`config.mk`:
```
export PLATFORM = sky130hd
export DESIGN_NAME = tipi_reg_seq
export DESIGN_NICKNAME = d
export VERILOG_FILES = /design/src/rtl/tipi_reg_seq_pkg.sv /design/src/rtl/tipi_reg_seq_phase_timer.sv /design/src/rtl/tipi_reg_seq.sv
export SDC_FILE = /design/constraint.sdc
export NUM_CORES = 1
export LEC_CHECK = 0
export BUFFER_PORTS_ARGS = -buffer_cell sky130_fd_sc_hd__buf_2
export CAP_MARGIN = 40
export CORE_MARGIN = 2
export CORE_UTILIZATION = 33
export DETAILED_ROUTE_END_ITERATION = 12
export GPL_TIMING_DRIVEN = 0
export PLACE_DENSITY = 0.61
export SYNTH_ARGS = -nofsm -noshare
export SYNTH_HDL_FRONTEND = slang
export SYNTH_HIERARCHICAL = 1
export SYNTH_SLANG_ARGS = --single-unit
```
`constraint.sdc`:
```
create_clock -name clk -period 2.5 [get_ports clk]
set_clock_uncertainty 0.05 [all_clocks]
set_input_delay 0.5 -clock clk [delete_from_list [all_inputs] [get_ports clk]]
set_output_delay 0.5 -clock clk [all_outputs]
set_load 0.01 [all_outputs]
```
`src/rtl/tipi_reg_seq_pkg.sv`:
```
// Shared definitions for the TIPI register-port sequencer: op codes,
// FSM state encoding and frame-length constants.
package tipi_reg_seq_pkg;

  // Host command op codes. Bit 1 selects the TI-origin registers (reads),
  // bit 0 selects data over control. Both bits drive r_rt/r_cd directly.
  typedef enum logic [1:0] {
    OP_WRC = 2'b00,
    OP_WRD = 2'b01,
    OP_RTC = 2'b10,
    OP_RTD = 2'b11
  } op_t;

  // Sequencer states. LOAD is used by reads only, LATCH by writes only.
  typedef enum logic [2:0] {
    ST_IDLE  = 3'd0,
    ST_SETUP = 3'd1,
    ST_LOAD  = 3'd2,
    ST_SHIFT = 3'd3,
    ST_LATCH = 3'd4,
    ST_FIN   = 3'd5
  } state_t;

  // A write shifts one bit per pulse.
  localparam int WRITE_PULSES = 8;
  // A read needs one extra pulse because the CPLD output mux is registered.
  localparam int READ_PULSES  = 9;

  // Reads are the TI-origin register ops (TC/TD).
  function automatic logic op_is_read(input op_t op);
    return op[1];
  endfunction

endpackage

```
`src/rtl/tipi_reg_seq_phase_timer.sv`:
```
// Half-period timer for the serial port. Counts CLK_DIV clk cycles per
// r_clk half-period while enabled and flags the last cycle of each half.
module tipi_reg_seq_phase_timer #(
  parameter int CLK_DIV = 4
) (
  input  logic clk,
  input  logic reset_n,
  input  logic en,
  output logic half_end,
  output logic sample_slot
);

  localparam int CW = (CLK_DIV > 2) ? $clog2(CLK_DIV) : 1;
  localparam logic [CW-1:0] TERM = CW'(CLK_DIV - 1);

  logic [CW-1:0] cnt;

  // Free-running divider; held at zero while disabled so every frame
  // starts on a fresh half-period.
  always_ff @(posedge clk) begin
    if (!reset_n || !en) begin
      cnt <= '0;
    end else if (cnt == TERM) begin
      cnt <= '0;
    end else begin
      cnt <= cnt + CW'(1);
    end
  end

  // The last clk of a half is both the advance point for the sequencer
  // and the point where r_din has been stable longest.
  assign half_end    = en && (cnt == TERM);
  assign sample_slot = en && (cnt == TERM);

endmodule

```
`src/rtl/tipi_reg_seq.sv`:
```
// Sequencer for the RPi-side serial register port of the TIPI CPLD.
// Runs one-byte host commands (write RC/RD, read TC/TD) and a background
// TC poller that flags changes of TC. Host commands take priority.
//
// Handshake: cmd_req is level-sensitive and only sampled in IDLE; the
// requester keeps it high until it sees cmd_busy, which rises the cycle
// after acceptance and falls together with the one-cycle cmd_done pulse.
//
// Frame shape (each pulse = one low half followed by one high half):
//   write: SETUP(low) | 8 shift pulses | LATCH pulse (r_le=1) | FIN
//   read : SETUP(low) | LOAD pulse (r_le=1) | 9 shift pulses | FIN
// r_rt/r_cd/r_le/r_dout only change at the start of a low half (or in FIN,
// together with the final falling edge), so they are stable for a full
// half-period on both sides of every r_clk rise.
module tipi_reg_seq
  import tipi_reg_seq_pkg::*;
#(
  parameter int CLK_DIV     = 4,
  parameter int POLL_CYCLES = 1024
) (
  input  logic       clk,
  input  logic       reset_n,
  input  logic       cmd_req,
  input  logic [1:0] cmd_op,
  input  logic [7:0] cmd_wdata,
  output logic       cmd_busy,
  output logic       cmd_done,
  output logic [7:0] cmd_rdata,
  input  logic       poll_en,
  output logic       tc_changed,
  input  logic       tc_clear,
  output logic [7:0] tc_last,
  output logic       r_clk,
  output logic       r_rt,
  output logic       r_cd,
  output logic       r_le,
  output logic       r_dout,
  input  logic       r_din
);

  localparam int PW = $clog2(POLL_CYCLES + 1);
  localparam logic [PW-1:0] POLL_TERM = PW'(POLL_CYCLES - 1);

  // Sequencer state is kept as a named signal so checkers can bind to it.
  state_t        state;
  op_t           op;
  logic          host;      // current op came from the host (not the poller)
  logic          hi;        // currently in the high half of a pulse
  logic [3:0]    bit_cnt;   // pulse index within SHIFT, from 0
  logic [7:0]    wsr;       // outgoing write byte, MSB first
  logic [7:0]    rsr;       // incoming read byte, MSB first
  logic [PW-1:0] poll_cnt;

  logic half_end;
  logic sample_slot;
  logic timer_en;
  logic poll_due;

  assign timer_en = (state == ST_SETUP) || (state == ST_LOAD) ||
                    (state == ST_SHIFT) || (state == ST_LATCH);
  assign poll_due = poll_en && (poll_cnt == POLL_TERM);

  tipi_reg_seq_phase_timer #(
    .CLK_DIV (CLK_DIV)
  ) u_timer (
    .clk         (clk),
    .reset_n     (reset_n),
    .en          (timer_en),
    .half_end    (half_end),
    .sample_slot (sample_slot)
  );

  // Single sequencer FSM with registered port outputs and the poll counter.
  always_ff @(posedge clk) begin
    if (!reset_n) begin
      state      <= ST_IDLE;
      op         <= OP_WRC;
      host       <= 1'b0;
      hi         <= 1'b0;
      bit_cnt    <= '0;
      wsr        <= '0;
      rsr        <= '0;
      poll_cnt   <= '0;
      cmd_busy   <= 1'b0;
      cmd_done   <= 1'b0;
      cmd_rdata  <= '0;
      tc_changed <= 1'b0;
      tc_last    <= '0;
      r_clk      <= 1'b0;
      r_rt       <= 1'b0;
      r_cd       <= 1'b0;
      r_le       <= 1'b0;
      r_dout     <= 1'b0;
    end else begin
      cmd_done <= 1'b0;
      // A poll setting tc_changed in FIN is assigned later and so wins.
      if (tc_clear) begin
        tc_changed <= 1'b0;
      end

      case (state)
        ST_IDLE: begin
          if (cmd_req) begin
            op       <= op_t'(cmd_op);
            wsr      <= cmd_wdata;
            host     <= 1'b1;
            cmd_busy <= 1'b1;
            state    <= ST_SETUP;
            hi       <= 1'b0;
            r_clk    <= 1'b0;
            r_le     <= 1'b0;
            r_rt     <= cmd_op[1];
            r_cd     <= cmd_op[0];
            // A poll that fell due in this same cycle keeps its terminal
            // count and runs in the next IDLE cycle.
            if (!poll_due) begin
              poll_cnt <= '0;
            end
          end else if (poll_due) begin
            op       <= OP_RTC;
            host     <= 1'b0;
            state    <= ST_SETUP;
            hi       <= 1'b0;
            r_clk    <= 1'b0;
            r_le     <= 1'b0;
            r_rt     <= 1'b1;
            r_cd     <= 1'b0;
            poll_cnt <= '0;
          end else if (poll_en) begin
            poll_cnt <= poll_cnt + PW'(1);
          end
        end

        ST_SETUP: begin
          if (half_end) begin
            hi      <= 1'b0;
            bit_cnt <= '0;
            if (op_is_read(op)) begin
              state <= ST_LOAD;
              r_le  <= 1'b1;
            end else begin
              state  <= ST_SHIFT;
              r_dout <= wsr[7];
              wsr    <= {wsr[6:0], 1'b0};
            end
          end
        end

        ST_LOAD: begin
          if (half_end) begin
            if (!hi) begin
              r_clk <= 1'b1;
              hi    <= 1'b1;
            end else begin
              r_clk <= 1'b0;
              r_le  <= 1'b0;
              hi    <= 1'b0;
              state <= ST_SHIFT;
            end
          end
        end

        ST_SHIFT: begin
          // Bit k appears on r_din after shift pulse k+2; it is taken on
          // the last clk of that pulse's high half, a full half after the
          // CPLD updated it.
          if (sample_slot && hi && op_is_read(op) && (bit_cnt != 4'd0)) begin
            rsr <= {rsr[6:0], r_din};
          end
          if (half_end) begin
            if (!hi) begin
              r_clk <= 1'b1;
              hi    <= 1'b1;
            end else begin
              r_clk <= 1'b0;
              hi    <= 1'b0;
              if (op_is_read(op)) begin
                if (bit_cnt == 4'(READ_PULSES - 1)) begin
                  state <= ST_FIN;
                end else begin
                  bit_cnt <= bit_cnt + 4'd1;
                end
              end else if (bit_cnt == 4'(WRITE_PULSES - 1)) begin
                state  <= ST_LATCH;
                r_le   <= 1'b1;
                r_dout <= 1'b0;
              end else begin
                bit_cnt <= bit_cnt + 4'd1;
                r_dout  <= wsr[7];
                wsr     <= {wsr[6:0], 1'b0};
              end
            end
          end
        end

        ST_LATCH: begin
          if (half_end) begin
            if (!hi) begin
              r_clk <= 1'b1;
              hi    <= 1'b1;
            end else begin
              // r_le drops together with the falling edge.
              r_clk <= 1'b0;
              r_le  <= 1'b0;
              hi    <= 1'b0;
              state <= ST_FIN;
            end
          end
        end

        ST_FIN: begin
          if (op_is_read(op)) begin
            if (host) begin
              cmd_rdata <= rsr;
            end
            if (op == OP_RTC) begin
              tc_last <= rsr;
              if (!host && (rsr != tc_last)) begin
                tc_changed <= 1'b1;
              end
            end
          end
          cmd_done <= host;
          cmd_busy <= 1'b0;
          host     <= 1'b0;
          r_clk    <= 1'b0;
          r_le     <= 1'b0;
          r_dout   <= 1'b0;
          state    <= ST_IDLE;
        end

        default: begin
          state <= ST_IDLE;
        end
      endcase
    end
  end

endmodule

```
After elaboration in Yosys (flattened, before gate mapping) --
Cells that the tools add are included.
Cells by class: add/subtract/negate cells 3, mux-type cells 70, equality and inequality tests 33, reductions and logical operators 42
Operators by type and width (number):
- 8-bit 2-to-1 mux | 7
- 11-bit 2-to-1 mux | 4
- 3-bit 2-to-1 mux | 12
- 1-bit 2-to-1 mux | 30
- 2-bit inequality test (second input constant) | 13
- 4-bit 2-to-1 mux | 6
- 8-bit case mux with 3 select lines | 1
- 10-bit AND reduction | 2
- 3-bit case mux with 5 select lines | 1
- 3-bit nonzero test | 5
- 3-bit AND reduction | 4
- 6-bit AND reduction | 2
- 11-bit by 1-bit adder with 11-bit output (second input constant) | 1
- 11-bit by 10-bit == test with 1-bit output (second input constant) | 1
- 2-bit AND reduction | 5
- 3-bit inequality test (second input constant) | 3
- 1-bit case mux with 3 select lines | 3
- 2-bit by 1-bit inequality test with 1-bit output (second input constant) | 4
- 8-bit inequality test | 1
- 4-bit case mux with 2 select lines | 1
- 8-bit AND reduction | 1
- 3-bit by 2-bit == test with 1-bit output (second input constant) | 2
- 3-bit == test (second input constant) | 2
- 1-bit logical AND | 6
- other kinds (19) | 31
Storage, ports and cells: output and inout port bits 24, word-level logic and storage cells 167, input port bits 16, bits in registers 64

Depth between registers and ports, before layout --
word-level depth 9, depth in mapped cells 10, gate-level depth less buffers 8

Hierarchy --
The synthesis kept the hierarchy.
By module, submodules not included:
- tipi_reg_seq | instances 1, seq. area each 1201.2 µm², cells an instance 316, area an instance 2827.7 µm²
- tipi_reg_seq_phase_timer | instances 1, seq. area each 40.0 µm², cells an instance 7, area an instance 91.3 µm²

Worst setup path after synthesis --
OpenSTA, ideal clock, no wires.
path kind reg2reg, from reg state[1], to reg wsr[0], setup slack 0.256 ns, data arrival time 2.067 ns, buffers on the path 3, setup time 0.128 ns, cell stages (with the launch flop) 11, clock period less this slack 2.244 ns, path through dfxtp_1 > buf_4 > buf_6 > nor2_1 > xnor2_1 > and2_2 > o211ai_1 > o31ai_2 > buf_6 > mux2i_1 > nor2_1
Between the ends: longest elaborated chain between the ends 7, elaborated cells on any way between the ends 19, those cells by class 11 x eq/ne; 1 x mux; 7 x reduce/logical
RTL lines:
- start, declared | RTL line tipi_reg_seq.sv:45 | state_t state;
- start signal, assigned | RTL line tipi_reg_seq.sv:76 | state <= ST_IDLE;
- start signal, assigned | RTL line tipi_reg_seq.sv:108 | state <= ST_SETUP;
- start signal, assigned | RTL line tipi_reg_seq.sv:122 | state <= ST_SETUP;
- 3-bit by 1-bit == test with 1-bit output or 3-bit by 2-bit == test with 1-bit output (tied branches) | RTL line tipi_reg_seq.sv:59 | assign timer_en = (state == ST_SETUP) || (state == ST_LOAD) ||
- 1-bit logical OR (2 in a row) | RTL line tipi_reg_seq.sv:59
- 1-bit logical OR * | RTL line tipi_reg_seq.sv:60 | (state == ST_SHIFT) || (state == ST_LATCH);
- named net timer_en | RTL line tipi_reg_seq.sv:56 | logic timer_en;
- 1-bit logical AND * | RTL line tipi_reg_seq_phase_timer.sv:32 | assign half_end = en && (cnt == TERM);
- named net half_end | RTL line tipi_reg_seq.sv:54 | logic half_end;
- 2-bit inequality test (no source line)
- 8-bit AND reduction (no source line) *
- end signal, assigned | RTL line tipi_reg_seq.sv:105 | wsr <= cmd_wdata;
- end signal, assigned | RTL line tipi_reg_seq.sv:144 | wsr <= {wsr[6:0], 1'b0};
- end signal, assigned | RTL line tipi_reg_seq.sv:190 | wsr <= {wsr[6:0], 1'b0};
- end, declared | RTL line tipi_reg_seq.sv:50 | logic [7:0] wsr;
The timed path passes the listed nets; every way through them passes the cells marked *. A chain may end at the register's enable or synchronous reset.

Worst setup path after layout --
from reg state[1], to reg bit_cnt[3]
Between the ends: longest elaborated chain between the ends 7, elaborated cells on any way between the ends 16, those cells by class 9 x eq/ne; 1 x mux; 6 x reduce/logical
RTL lines:
- 3-bit by 1-bit == test with 1-bit output or 3-bit by 2-bit == test with 1-bit output (tied branches) | RTL line tipi_reg_seq.sv:59
- 1-bit logical OR (2 in a row) | RTL line tipi_reg_seq.sv:59
- 1-bit logical OR * | RTL line tipi_reg_seq.sv:60
- named net timer_en | RTL line tipi_reg_seq.sv:56
- 1-bit logical AND * | RTL line tipi_reg_seq_phase_timer.sv:32
- named net half_end | RTL line tipi_reg_seq.sv:54
- 2-bit inequality test (no source line)
- 6-bit AND reduction (no source line) *
- end signal, assigned | RTL line tipi_reg_seq.sv:181 | bit_cnt <= bit_cnt + 4'd1;
- end signal, assigned | RTL line tipi_reg_seq.sv:188 | bit_cnt <= bit_cnt + 4'd1;
- end, declared | RTL line tipi_reg_seq.sv:49 | logic [3:0] bit_cnt;
Marked as above.

==> impl_metrics.json <==
{
  "detail_route.drc_violations": 0,
  "start_util": 0.338,
  "final-setup-viol-count": 0,
  "hold_viol_final": 0,
  "fill_cells": 863,
  "timing.critical_path.arrival_ns": 2.55,
  "signed_area_change_from_the_synthesized_netlist_to_the_final_layout_pct": 18.7,
  "r2r_start": "state[1]",
  "worst_hold_startpoint": "r_din",
  "net_count_of_the_finished_layout": 393,
  "worstMarginPinSlew_ns": 0.611,
  "cpMaxStageDelayCell": "sky130_fd_sc_hd__or4_1",
  "synthesis.nets": 343,
  "globalRouteOverflowTotal": 0,
  "detail_route.first_pass.iterations": 4,
  "setup.worst_path.class": "flop to flop",
  "synth-edff-count": 0,
  "first_global_vias": 2392,
  "insertion_delay_ns": 0.33,
  "grtUsageTotal": 0.137,
  "worst_hold_path.endpoint": "rsr[0]",
  "final_period_minus_worst_setup_slack_ns": 2.34,
  "critPathBufInv": 2,
  "dieHeight_um": 98.1,
  "place_ws_ns": -0.116,
  "floorplan.rows": 34,
  "yosysWarningCount": 6,
  "netlist_area_um2": 2920,
  "antenna_violating_nets_post_route": 0,
  "timing.critical_path.slowest_cell_delay_ns": 0.51,
  "antennaDiodeCount": 0,
  "synth.distinct_cells": 60,
  "route.final.wire_length_um": 6280,
  "timing_max_transition_violations_final": 0,
  "worst_slack_ns": 0.164,
  "maxCapViolations": 0,
  "viasPerCell": 5.00,
  "worst_ep_required_time_ns": 2.71,
  "postSynth.asyncResetShare": 0,
  "power_density_nw_per_um2": 605,
  "multi_input_comb_area_um2": 1550,
  "synth_flop_cell": "sky130_fd_sc_hd__dfxtp_1",
  "timing.fmax_mhz": 428,
  "dp.final_hpwl_um": 4570,
  "ir_worst_vdd_v": 0.000288,
  "setup.worst_path.end_class": "flop",
  "routed-via-count": 2431,
  "placeableCoreArea_um2": 8640,
  "hold_path.class": "input port to flop",
  "area.sequential_um2": 1240,
  "seq_area_frac_synth": 0.425,
  "antenna_found_initial": 0,
  "min_delay_path_depth": 3,
  "synth.ff_latch_count": 62,
  "detailedRoute.firstIterationViolations": 61,
  "clock_pin_slew_worst_setup_and_hold_paths_ns": 0.07,
  "syn-mean-instance-area_um2": 9.04,
  "htree_num_levels": 3,
  "maximum_number_of_pins_on_one_net_before_global_route_repair": 13,
  "cts_buffer_count": 9,
  "postSynthCellCount": 323,
  "post_cts_hold_buffer_count": 0,
  "die_area_um2": 9610,
  "clkSinkCount": 62,
  "final_layout_size_suffix_gt1_frac": 0.217,
  "worst_setup_path_start_kind": "flop",
  "run_status": "finished clean",
  "worstReg2RegEnd": "bit_cnt[3]",
  "fp.dieW_um": 98.1,
  "port-buffer-count": 39,
  "crit_family": "simple AND/OR/NAND/NOR gates",
  "global_route_wire_length_before_repair_um": 11000,
  "cts.root.buffer_cell": "sky130_fd_sc_hd__clkbuf_8",
  "routedWlPerCell_um": 12.9,
  "crit_chain": "buf_4, buf_6, nor2_4, xnor2_1, and2_4, o211ai_1, a21o_1, or4_1, a21oi_1",
  "totalNegativeSetupSlack_ns": 0,
  "period_share": 0.934,
  "r2r_slack_ns": 0.16,
  "max-slew-margin-rel": 0.593,
  "gp_routability_congestion": 0.807,
  "crit_fanout": 10,
  "rsz0062_at_grt": "no",
  "p_leak_nw": 1.44,
  "floorplan.io_pins": 40,
  "tritoncts": "yes",
  "worst_r2r_path_depth": 9,
  "clockBufferDepth": 2
}
where the power goes:
part	internal (W)	switching, W	total (W)
Clock	0.000463	0.000398	0.000861
Combinational	0.0000788	0.000124	0.000203
Sequential	0.00102	0.0000165	0.00103
final cells by class:
type | count | share of cell area
Buffer | 17 | 0.0321
Clock buffer | 9 | 0.0358
Clock inverter | 7 | 0.0213
Inverter | 9 | 0.00975
Multi-Input combinational cell | 235 | 0.447
Sequential cell | 62 | 0.358
Tap cell | 108 | 0.0390
Timing Repair Buffer | 39 | 0.0563
placed cells by master, fill, tap and decap left out, drive strengths merged, types with 6 or more instances in the layout:
cell type / count
nand2: 29
nor3: 6
and3: 6
mux2i: 26
o21ai: 8
nand4: 6
a21oi: 17
buf: 49
dfxtp: 62
nor2: 50
clkbuf: 16
inv: 10
nand3: 11
xnor2: 10
xor2: 10
a311oi: 7
stage by stage:
step           utilization  instance area [um^2]  std cells  total power [W]  hold WS, ns
3_5_place_dp         0.376                  3250        470          0.00126        0.397
6_report             0.401                  3460        486          0.00210        0.362
5_1_grt              0.401                  3460        486          0.00220        0.377
3_3_place_gp         0.376                  3250        470          0.00125        0.397
2_1_floorplan            -                  2920        323          0.00119        0.383
4_1_cts              0.400                  3460        486          0.00213        0.347
sequential cells by signal (all words and copies together), names as in the netlist:
register and flops:
poll_cnt 11, cmd_rdata 8, rsr 8, tc_last 8, wsr 8, bit_cnt 4, state 3, u_timer/cnt 2
cmd_busy 1, cmd_done 1, hi 1, host 1, r_cd 1, r_clk 1, r_dout 1, r_le 1
r_rt 1, tc_changed 1
tightest hold or removal path: cells and delay by family:
kind                   cells  cell delay, ns
and+or+nand+nor            1            0.07
muxes                      1            0.06
buffers and inverters      1            0.08
what timing repair did:
item | 4_1_cts | 5_1_grt
buffers inserted | 0 | 0
pin swaps | 2 | 0
resized for setup | 2 | 2
cloned | 0 | 0
endpoints found under the setup margin | 10 | 7
synthesized netlist by cell type, types with 3 or more instances:
cell	instances	area, um^2
sky130_fd_sc_hd__nand2b_1	3	18.8
sky130_fd_sc_hd__o21ai_0	8	40.0
sky130_fd_sc_hd__or4_1	3	22.5
sky130_fd_sc_hd__ha_1	4	50.1
sky130_fd_sc_hd__nand3_1	11	55.1
sky130_fd_sc_hd__buf_6	5	56.3
sky130_fd_sc_hd__inv_1	8	30.0
sky130_fd_sc_hd__nor3_1	4	20.0
sky130_fd_sc_hd__and3_1	4	25.0
sky130_fd_sc_hd__xor2_1	10	87.6
sky130_fd_sc_hd__a311oi_1	7	61.3
sky130_fd_sc_hd__a21oi_1	15	75.1
sky130_fd_sc_hd__nor2_1	50	188
sky130_fd_sc_hd__dfxtp_1	62	1240
sky130_fd_sc_hd__xnor2_1	10	87.6
sky130_fd_sc_hd__mux2i_1	26	260
sky130_fd_sc_hd__nand4_1	5	31.3
sky130_fd_sc_hd__nand2_1	29	109
sky130_fd_sc_hd__clkbuf_1	7	26.3
per-layer routing:
metal	global-route usage	wire length, um
met4	0.0545	73
met1	0.177	3010
met5	0	0
met3	0.0315	261
met2	0.223	2940
cells by family (layout without fill, tap and decap cells):
kind of cell	after synthesis	count (layout)	synth area share
compound gates	54	54	0.131
xor+xnor	20	20	0.0600
simple gates	131	131	0.228
mux	26	26	0.0892
fa+ha+maj	4	4	0.0171
buf+inv	26	81	0.0497
flops	62	62	0.425
worst max path at each step:
stage / start / endpoint / depth (start not counted)
2_1_floorplan: state[1] / wsr[0] / 10
3_3_place_gp: state[1] / wsr[0] / 10
3_5_place_dp: state[1] / wsr[0] / 10
4_1_cts: state[1] / bit_cnt[3] / 9
5_1_grt: state[1] / bit_cnt[3] / 9
6_report: state[1] / bit_cnt[3] / 9
Power figures use the tool's default switching activity.
